===== src/rtl/seven_seg_scanner.sv =====
// seven_seg_scanner: time-multiplexed driver for an N-digit common-anode
// seven-segment display.
// - Digits are scanned one at a time. Each digit stays lit for SCAN_DIV cycles.
// - The anode (an) and segment (seg) lines are active-low.
// - A new value is transferred to the display only at the frame boundary.
//   This prevents a number from tearing partway through a scan.
// Optional build macro: SEVEN_SEG_LZB_EN enables leading-zero blanking.
module seven_seg_scanner #(
    parameter int NUM_DIGITS = 4,
    parameter int SCAN_DIV   = 50000,
    parameter int DIV_WIDTH  = 16
) (
    input  logic                    clk,
    input  logic                    reset,
    input  logic                    load,
    input  logic [4*NUM_DIGITS-1:0] value,
    output logic                    pending,
    output logic [NUM_DIGITS-1:0]   an,
    output logic [6:0]              seg
);

    localparam int IDX_W = (NUM_DIGITS > 1) ? $clog2(NUM_DIGITS) : 1;

    logic [DIV_WIDTH-1:0]    div;
    logic [IDX_W-1:0]        idx;
    logic [4*NUM_DIGITS-1:0] disp;
    logic [4*NUM_DIGITS-1:0] pend;

    logic                    tick;
    logic                    boundary;
    logic [3:0]              cur_nib;
    logic [6:0]              dec_seg;
    logic [NUM_DIGITS-1:0]   lz;
    logic                    blank;
    logic [NUM_DIGITS-1:0]   an_next;
    logic [6:0]              seg_next;

    assign tick     = (div == DIV_WIDTH'(SCAN_DIV - 1));
    assign boundary = tick && (idx == IDX_W'(NUM_DIGITS - 1));
    assign cur_nib  = disp[4*int'(idx) +: 4];

    // Decode the current digit's nibble into the active-low {A..G} pattern.
    always_comb begin
        dec_seg = 7'b1111111;
        case (cur_nib)
            4'h0: dec_seg = 7'b0000001;
            4'h1: dec_seg = 7'b1001111;
            4'h2: dec_seg = 7'b0010010;
            4'h3: dec_seg = 7'b0000110;
            4'h4: dec_seg = 7'b1001100;
            4'h5: dec_seg = 7'b0100100;
            4'h6: dec_seg = 7'b0100000;
            4'h7: dec_seg = 7'b0001111;
            4'h8: dec_seg = 7'b0000000;
            4'h9: dec_seg = 7'b0000100;
            4'hA: dec_seg = 7'b0001000;
            4'hB: dec_seg = 7'b1100000;
            4'hC: dec_seg = 7'b0110001;
            4'hD: dec_seg = 7'b1000010;
            4'hE: dec_seg = 7'b0110000;
            4'hF: dec_seg = 7'b0111000;
            default: dec_seg = 7'b1111111;
        endcase
    end

    // lz[i] is set when digit i and every digit above it are zero.
    // Digit 0 is never blanked, so lz[0] is always clear.
    always_comb begin
        lz = '0;
`ifdef SEVEN_SEG_LZB_EN
        lz[NUM_DIGITS-1] = (disp[4*(NUM_DIGITS-1) +: 4] == 4'h0);
        for (int i = NUM_DIGITS - 2; i >= 1; i--) begin
            lz[i] = lz[i+1] && (disp[4*i +: 4] == 4'h0);
        end
`endif
    end

    // Next-cycle anode and segment values for the digit currently selected.
    always_comb begin
        blank    = lz[idx];
        an_next  = ~(NUM_DIGITS'(1) << idx);
        seg_next = dec_seg;
        if (blank) begin
            an_next  = '1;
            seg_next = 7'b1111111;
        end
    end

    // Prescaler, digit scan, frame-synchronous load, and registered pin drive.
    always_ff @(posedge clk) begin
        if (reset) begin
            div     <= '0;
            idx     <= '0;
            disp    <= '0;
            pend    <= '0;
            pending <= 1'b0;
            an      <= '1;
            seg     <= 7'b1111111;
        end else begin
            if (tick) begin
                div <= '0;
                idx <= (idx == IDX_W'(NUM_DIGITS - 1)) ? '0 : idx + 1'b1;
            end else begin
                div <= div + 1'b1;
            end

            if (load && boundary) begin
                // A load on the boundary cycle goes straight to the display.
                disp    <= value;
                pend    <= value;
                pending <= 1'b0;
            end else if (load) begin
                pend    <= value;
                pending <= 1'b1;
            end else if (boundary && pending) begin
                disp    <= pend;
                pending <= 1'b0;
            end

            an  <= an_next;
            seg <= seg_next;
        end
    end

endmodule


===== config.mk =====
export PLATFORM = sky130hd
export DESIGN_NAME = seven_seg_scanner
export DESIGN_NICKNAME = d
export VERILOG_FILES = /design/src/rtl/seven_seg_scanner.sv
export SDC_FILE = /design/constraint.sdc
export NUM_CORES = 1
export LEC_CHECK = 0
export CAP_MARGIN = 20
export CORE_MARGIN = 2
export CORE_UTILIZATION = 50
export CTS_CLUSTER_SIZE = 10
export DETAILED_ROUTE_END_ITERATION = 6
export PLACE_DENSITY = 0.81
export SLEW_MARGIN = 40
export SYNTH_ARGS = -nofsm -noshare
export SYNTH_HDL_FRONTEND = slang
export SYNTH_SLANG_ARGS = --single-unit

===== constraint.sdc =====
create_clock -name clk -period 2 [get_ports clk]
set_clock_uncertainty 0.1 [all_clocks]
set_input_delay 0.4 -clock clk [delete_from_list [all_inputs] [get_ports clk]]
set_output_delay 0.4 -clock clk [all_outputs]
set_load 0.05 [all_outputs]

==> results of run 1 <==
[area by class of cell]
cell class | instances | area, um2 | share of cell area
Tap cell | 70 | 87.58 | 0.02539
Inverter | 6 | 22.52 | 0.006529
Multi-Input combinational cell | 178 | 1351 | 0.3917
Clock inverter | 3 | 67.56 | 0.01959
Sequential cell | 62 | 1245 | 0.3609
Clock buffer | 12 | 155.1 | 0.04498
Timing Repair Buffer | 54 | 520.5 | 0.1509
[report_power, final]
group          total (W)  switching (W)  leakage, nW  internal, W
Sequential       0.00128      0.0000149        0.507      0.00127
Combinational   0.000201       0.000100        0.825     0.000101
Clock            0.00123       0.000465        0.109     0.000763
[logic make-up after synthesis]
| family | Yosys count |
|---|---|
| and+or+nand+nor | 85 |
| DFF | 62 |
| AOI/OAI and AO/OA | 48 |
| buffers and inverters | 22 |
| muxes | 22 |
| xor gates and xnor gates | 12 |
| adders and majority gates | 11 |
[worst min-delay path by stage]
stage,start,end,slack [ns],cells past startpoint
after floorplan,div[0],div[0],0.33,1
after detailed placement,div[0],div[0],0.36,1
after global placement,div[0],div[0],0.34,1
after global routing,disp[10],disp[10],0.40,1
after CTS,div[0],div[0],0.38,1
final,div[0],div[0],0.38,1
[Yosys cell counts, types with 2 or more instances]
cell type / number / area (um2)
nand4_1: 5 / 31.28
a21oi_1: 7 / 35.03
nand3_1: 6 / 30.03
mux2i_1: 18 / 180.2
and4_1: 4 / 35.03
or3_1: 3 / 18.77
inv_1: 6 / 22.52
xor2_1: 10 / 87.58
nand2_1: 11 / 41.29
a31oi_1: 3 / 18.77
mux4_2: 3 / 67.56
dfxtp_1: 62 / 1241
nor4bb_1: 2 / 20.02
and3_1: 10 / 62.56
nand2b_1: 2 / 12.51
a31o_2: 7 / 61.31
a22o_1: 18 / 157.7
clkbuf_1: 5 / 18.77
ha_1: 11 / 137.6
xnor2_1: 2 / 17.52
o21ai_0: 6 / 30.03
nor2_1: 35 / 131.4
buf_2: 7 / 35.03
buf_6: 2 / 22.52
[repair_timing]
action | in CTS | in global routing
resized for setup | 0 | 5
buffers inserted | 0 | 2
setup endpoints to repair | 0 | 11
[per-layer routing]
layer,vias to the layer above,track usage
li1,1040,-
met1,969,0.2378
met2,45,0.3035
met3,10,0.04824
met4,0,0.1071
met5,-,0
[flip-flops by register name, indices dropped and copies added, names as in the netlist]
register and cells:
disp 16, div 16, pend 16, seg 7
an 4, idx 2, pending 1
[through the flow]
step,instance area (um2),hold WS [ns],instances,power (W),setup TNS [ns]
after floorplan,2693,0.3261,262,0.001423,0
after global placement,3196,0.3427,368,0.001507,-0.09254
after detailed placement,3196,0.3627,368,0.001513,-0.07502
after CTS,3418,0.3780,383,0.002734,0
after global routing,3450,0.3965,385,0.002818,0
final,3450,0.3780,385,0.002710,0
==> flow_summary.toml, run 1 <==
[cts]
path_clk_slew_ns = 0.07
htreeDepth = 3
root_buffer = "clkbuf_8"
cts_buffer_depth = 2
cts_tree = "yes"
insertion_delay_ns = 0.34
numCtsBuffers = 9
cts_hold_buf = 0
clock-sinks = 62

[finish]
n_antenna_cell = 0
utilization = 0.6711
fillCellCount = 416
syn_to_final_growth_pct = 28.71
layout.nets = 341
mostFrequentLayoutCell = "dfxtp_1"
final_cell_mix = "61 x dfxtp_1, 35 x nor2_1, 27 x clkdlybuf4s50_1"
drive_gt1_frac = 0.1937

[setup_path]
worst_r2r_path_depth = 6
critPathTopFamily = "buffers and inverters"
critPathCaptureType = "primary output"
critPathBufInv = 1
cp_max_fo = 1
max_stage_delay_ns = 0.80
path_class = "flip-flop to primary output"
crit_slowest_cell = "clkdlybuf4s50_1"
cp.arrival_ns = 1.45
cp-endpoint = "an[3]"
worst_setup_path_start_kind = "flip-flop"
reg2reg_from = "idx[0]"
cp.depth = 1
r2r-end = "seg[5]"
cp.required_ns = 1.50
crit_path_start = "an[3]"
regToRegSetupSlack_ns = 0.06
crit_chain = "clkdlybuf4s50_1"

[sta]
worstMarginPinSlew_ns = 0.5564
slew_headroom = 0.6283
finalSetupViolCount = 0
fin_crit_sh = 0.9772
maxSlewViolCount = 0
hold_viol = 0
worst_slack_ns = 0.04555
max_freq_mhz = 511.7
min_period_ns = 1.954
grt_setup_unrepaired = "false"

[floorplanning]
die_x_um = 77.21
ios = 31
core_area_um2 = 5140
die_y_um = 77.21
fp-row-count = 26
die-area_um2 = 5961
initial_core_util = 0.5214

[routing]
wirelength_um = 5318
wl_met3_um = 196
dr.pass1.iters = 4
dr_wl_met2_um = 2523
top_layer = "met4"
detail_route.wl_per_cell_um = 13.81
viasPerCell = 5.361
vias = 2064
drc = 0
routedLengthMet1_um = 2487
drtIter0Drc = 96
ant_nets = 0

[yosys]
synth-seq-cells = 62
synth_compound_area_frac = 0.1405
synth_top_family_by_area = "simple AND/OR/NAND/NOR gates"
ys.flop_type = "dfxtp_1"
synth_fa_ha_area_frac = 0.05135
synthMuxAreaShare = 0.1022
ys_types = 41
avgSynthCellArea_um2 = 10.23
synth_xor_area_frac = 0.03922
synth-simple-area-share = 0.1634
synth_nets = 292
netlist_area_um2 = 2680
ys_seq_area_frac = 0.4631
synthCells = 262
synth-edff-count = 0
async_flop_share = 0
ys_warn_count = 0

[status]
run_status = "finished, final reports clean"

[grt]
antenna_found_initial = 0
grt_pass1_wl_um = 8956
grt_overflow_total = 0
grt_usage = 0.1918
grt_pass1_vias = 1946
grt_max_degree = 26

[power]
power_density_nw_per_um2 = 785.7
irDropWorstVdd_v = 0.0005391
p_leak_nw = 1.441

[place]
port_buffers = 30
dp_slack_ns = -0.03069
dp_hpwl_um = 3843
place_congestion = 0.8215

[min_path]
worstHoldPathType = "flip-flop to flip-flop"

[job]
cap_violations = 0
(Power assumes the default switching activity.)
==> run 2: changes to the inputs <==
- CORE_ASPECT_RATIO: unset -> 0.75
==> run 2 against run 1 <==
Power rose by 1.1%. Register-to-register slack improved by 0.02 ns. Cell count rose by 1.0%. Sequential share of layout area rose by 0.34 points. Die area rose by 0.11%. Critical path type unchanged. Flip-flop and latch count did not move. First-iteration DRC count rose by 17%.
==> flow_summary.toml, run 2 (synthesis results as in run 1) <==
[routing]
drtIter0Drc = 112
viasPerCell = 5.288
vias = 2057
dr.pass1.iters = 4
wirelength_um = 5246
drc = 0
detail_route.wl_per_cell_um = 13.49
ant_nets = 0

[power]
p_leak_nw = 1.415
clkPwrFrac = 0.460
power_w = 0.002741
swShare = 0.2226
irDropWorstVdd_v = 0.0004445
p_switching_w = 0.0006101
p_int_w = 0.002131
power_frac_seq = 0.468
power_frac_comb = 0.072
power_density_nw_per_um2 = 802.1

[finish]
multi_input_area_um2 = 1348
fillCellCount = 412
reg_top3 = "disp: 16 flops, div: 16 flops, pend: 16 flops"
final_cell_mix = "61 x dfxtp_1, 35 x nor2_1, 29 x clkdlybuf4s50_1"
syn_to_final_growth_pct = 27.50
n_antenna_cell = 0
drive_gt1_frac = 0.1879
layout.nets = 339
mostFrequentLayoutCell = "dfxtp_1"
ff_latch_area_um2 = 1245

[cts]
root_buffer = "clkbuf_8"
insertion_delay_ns = 0.34
cts_hold_buf = 0
cts_tree = "yes"
htreeDepth = 3
numCtsBuffers = 9
path_clk_slew_ns = 0.07
cts_buffer_depth = 2
clock-sinks = 62

[floorplanning]
initial_core_util = 0.5089
die-area_um2 = 5968
core_area_um2 = 5266
fp-row-count = 23
die_y_um = 67.41
die_x_um = 88.54
ios = 31

[min_path]
min_from = "div[0]"
holdPathStages = 1
min_to = "div[0]"
worstHoldPathType = "flip-flop to flip-flop"

[setup_path]
worst_setup_path_start_kind = "flip-flop"
worst_r2r_path_depth = 6
regToRegSetupSlack_ns = 0.08
max_stage_delay_ns = 0.79
cp_max_fo = 1
cp.arrival_ns = 1.44
crit_slowest_cell = "clkdlybuf4s50_1"
cp.required_ns = 1.50
r2r-end = "seg[5]"
reg2reg_from = "idx[0]"
path_class = "flip-flop to primary output"
critPathCaptureType = "primary output"
critPathTopFamily = "buffers and inverters"
crit_chain = "clkdlybuf4s50_1"
critPathBufInv = 1

[grt]
grt_max_degree = 19
globalRouteMet1Util = 0.2662
grt_busiest_layer = "met2"
grt_overflow_total = 0
antenna_found_initial = 0
grtUsageMet3 = 0.07335
use_met2 = 0.2829
grt_pass1_wl_um = 8590
grt_usage = 0.1956
grt_pass1_vias = 1832

[place]
port_buffers = 30
place_congestion = 0.7706
dp_hpwl_um = 3736

[sta]
slew_headroom = 0.5529
worstMarginPinSlew_ns = 0.6693
hold_viol = 0
fin_tns_setup_ns = 0
maxSlewViolCount = 0
grt_setup_unrepaired = "false"
finalSetupViolCount = 0
max_freq_mhz = 514.5
min_period_ns = 1.944
fin_crit_sh = 0.9718

[job]
cap_violations = 0

[status]
run_status = "finished, final reports clean"
run 2: layer usage:
metal  routed length (um)  vias up
li1                     -     1042
met5                    0        -
met1                 2623      944
met4                   92        0
met3                  346        8
met2                 2183       63
run 2: stage by stage:
| step | setup WS, ns | std cells | hold WS [ns] | utilization | area [um2] |
|---|---|---|---|---|---|
| 2_1_floorplan | 0.01350 | 262 | 0.3261 | - | 2693 |
| 3_3_place_gp | 0.04497 | 370 | 0.3395 | 0.5990 | 3154 |
| 3_5_place_dp | 0.02395 | 370 | 0.3546 | 0.5990 | 3154 |
| 4_1_cts | 0.01202 | 387 | 0.3707 | 0.6446 | 3395 |
| 5_1_grt | 0.006521 | 389 | 0.4041 | 0.6488 | 3417 |
| 6_report | 0.05644 | 389 | 0.3676 | 0.6488 | 3417 |
run 2: how the worst max path moves through the flow:
stage	from	to	cells after the start
global placement	load	disp[15]	6
floorplan	idx[0]	seg[3]	6
finish	seg[2]	seg[2]	1
global route	idx[0]	seg[3]	5
detailed placement	load	disp[15]	6
CTS	idx[0]	seg[3]	5
run 2: final cells by class:
| cell class | count | area share |
|---|---|---|
| Multi-Input combinational cell | 178 | 0.3944 |
| Clock buffer | 11 | 0.04431 |
| Inverter | 6 | 0.006591 |
| Tap cell | 75 | 0.02746 |
| Timing Repair Buffer | 52 | 0.1391 |
| Sequential cell | 62 | 0.3643 |
| Clock inverter | 5 | 0.02380 |
run 2: what timing repair did:
item / 4_1_cts / 5_1_grt
endpoints found under the hold margin: 0 / 0
buffers inserted: 1 / 2
endpoints found under the setup margin: 1 / 12
gates resized for setup: 0 / 2
gates cloned: 0 / 0
pin swaps: 0 / 1
run 2: power groups by stage:
stage,logic (W),registers (W),clock network (W)
floorplan,0.0000838,0.00134,0
global route,0.000213,0.00128,0.00133
detailed placement,0.000197,0.00131,0
CTS,0.000198,0.00128,0.00128
finish,0.000197,0.00128,0.00126
global placement,0.000194,0.00131,0
==> run 3: changes to the inputs <==
- CORE_UTILIZATION: 50 -> 52
- CTS_BUF_LIST: unset -> sky130_fd_sc_hd__clkbuf_2
- PLACE_DENSITY: 0.81 -> 0.84
==> run 3 against run 2 <==
Power down 19%. Worst hold slack better by 0.024 ns. Maximum frequency up 0.41%. Non-clock buffer count up 4. Utilization up 2.3 points.
==> flow_summary.toml, run 3 (synthesis results as in run 1) <==
[status]
run_status = "finished, final reports clean"

[finish]
final_cell_area_um2 = 3312
mostFrequentLayoutCell = "dfxtp_1"
n_antenna_cell = 0
final_cell_mix = "61 x dfxtp_1, 35 x nor2_1, 26 x buf_4"
syn_to_final_growth_pct = 23.58
layout.nets = 343
reg_top3 = "disp: 16 flops, div: 16 flops, pend: 16 flops"
drive_gt1_frac = 0.2075
final_cells = 378

[cts]
cts_hold_buf = 0
cts_buffer_depth = 2
numCtsBuffers = 9
cts_tree = "yes"
path_clk_slew_ns = 0.19
insertion_delay_ns = 0.50
clock-sinks = 62
root_buffer = "clkbuf_2"
htreeDepth = 3

[setup_path]
worst_r2r_path_depth = 7
critPathCaptureType = "flip-flop"
cp.arrival_ns = 2.28
path_class = "flip-flop to flip-flop"
max_stage_delay_ns = 0.57
cp_max_fo = 5
critPathTopFamily = "multiplexers"
cp_common_cell = "buf_4"
regToRegSetupSlack_ns = 0.06
r2r-end = "seg[2]"
critPathBufInv = 3
crit_chain = "mux4_2 -> inv_2 -> buf_4 -> ha_2 -> buf_4 -> mux2i_1 -> o221ai_2"
cp.required_ns = 2.34
crit_slowest_cell = "mux4_2"
reg2reg_from = "idx[0]"
worst_setup_path_start_kind = "flip-flop"

[power]
irDropWorstVdd_v = 0.0004365
p_leak_nw = 1.392
power_density_nw_per_um2 = 672.3

[floorplanning]
die_x_um = 86.90
die-area_um2 = 5750
die_y_um = 66.18
initial_core_util = 0.5439
fp-row-count = 22
core_area_um2 = 4927
ios = 31

[job]
cap_violations = 0

[grt]
globalRouteMet1Util = 0.2763
use_met2 = 0.2996
grt_pass1_wl_um = 8852
grt_pass1_vias = 1868
grt_max_degree = 20
grt_overflow_total = 0
grt_busiest_layer = "met2"
grt_usage = 0.2046
antenna_found_initial = 0
grtUsageMet3 = 0.08989

[sta]
worst_slack_ns = 0.06440
grt_setup_unrepaired = "true"
fin_crit_sh = 0.9678
max_freq_mhz = 516.6
worstMarginPinSlew_ns = 0.6420
min_period_ns = 1.936
maxSlewViolCount = 0
hold_viol = 0
slew_headroom = 0.5711
finalSetupViolCount = 0

[routing]
ant_nets = 0
vias = 2080
viasPerCell = 5.503
drtIter0Drc = 91
detail_route.wl_per_cell_um = 14.40
dr.pass1.iters = 4
drc = 0
wirelength_um = 5442

[place]
place_congestion = 0.8351
dp.cells = 360
dp_hpwl_um = 3883
placed_cell_area_um2 = 3173
dp_slack_ns = 0.03640
port_buffers = 30

[min_path]
min_to = "div[0]"
holdPathStages = 1
min_from = "div[0]"
worstHoldPathType = "flip-flop to flip-flop"
==> run 3: changes by cell type in the layout (fill, tap and decap cells not counted), sizes merged <==
cell and delta:
buf +4, dlygate4sd2 +11, clkbuf -1, clkinvlp +1, bufinv -1, clkinv +1, clkdlybuf4s50 -11
==> run 3: worst register-to-register path: cells and delay by family (launching register included) <==
kind,cells,cell delay (ns)
multiplexers,2,0.68
buffers and inverters,3,0.34
adder cells (fa/ha/maj),1,0.16
AO/OA/AOI/OAI,1,0.19
flip-flops,1,0.41
==> run 3: worst max-delay path by stage <==
stage	start	end	slack, ns	cells past startpoint
floorplan	idx[0]	seg[3]	0.01	6
global placement	load	disp[5]	0.04	6
detailed placement	load	disp[8]	0.04	6
CTS	idx[0]	seg[2]	0.02	7
global route	idx[0]	seg[2]	-0.05	7
finish	idx[0]	seg[2]	0.06	7
==> run 3: metal layers <==
| metal | wire length [um] | up-vias |
|---|---|---|
| met1 | 2731 | 970 |
| li1 | - | 1045 |
| met5 | 0 | - |
| met2 | 2388 | 59 |
| met3 | 269 | 6 |
| met4 | 53 | 0 |
==> run 3: per-stage QoR <==
step	utilization	power (W)	TNS, ns	hold WS, ns
2_1_floorplan	-	0.001423	0	0.3261
3_5_place_dp	0.6440	0.001506	0	0.3545
6_report	0.6722	0.002226	0	0.3917
3_3_place_gp	0.6440	0.001501	0	0.3389
4_1_cts	0.6640	0.002237	0	0.3924
5_1_grt	0.6722	0.002319	-0.07389	0.3621
==> run 3: final cells by class <==
| type | count | area [um2] |
|---|---|---|
| Timing Repair Buffer | 56 | 491.7 |
| Sequential cell | 62 | 1245 |
| Multi-Input combinational cell | 178 | 1365 |
| Fill cell | 399 | 1615 |
| Tap cell | 60 | 75.07 |
| Inverter | 6 | 22.52 |
| Clock inverter | 6 | 62.56 |
| Clock buffer | 10 | 50.05 |
==> run 3: what timing repair did <==
action / in CTS / in global routing
cloned: 0 / 0
buffers inserted: 0 / 2
pin swaps: 0 / 1
resized for setup: 11 / 6
endpoints found under the setup margin: 11 / 18
==> run 3: power by group <==
part,total [W],switching (W),internal (W),leakage [nW]
registers,0.00128,0.0000152,0.00127,0.507
logic,0.000192,0.000103,0.0000891,0.819
clock network,0.000751,0.000463,0.000289,0.0656
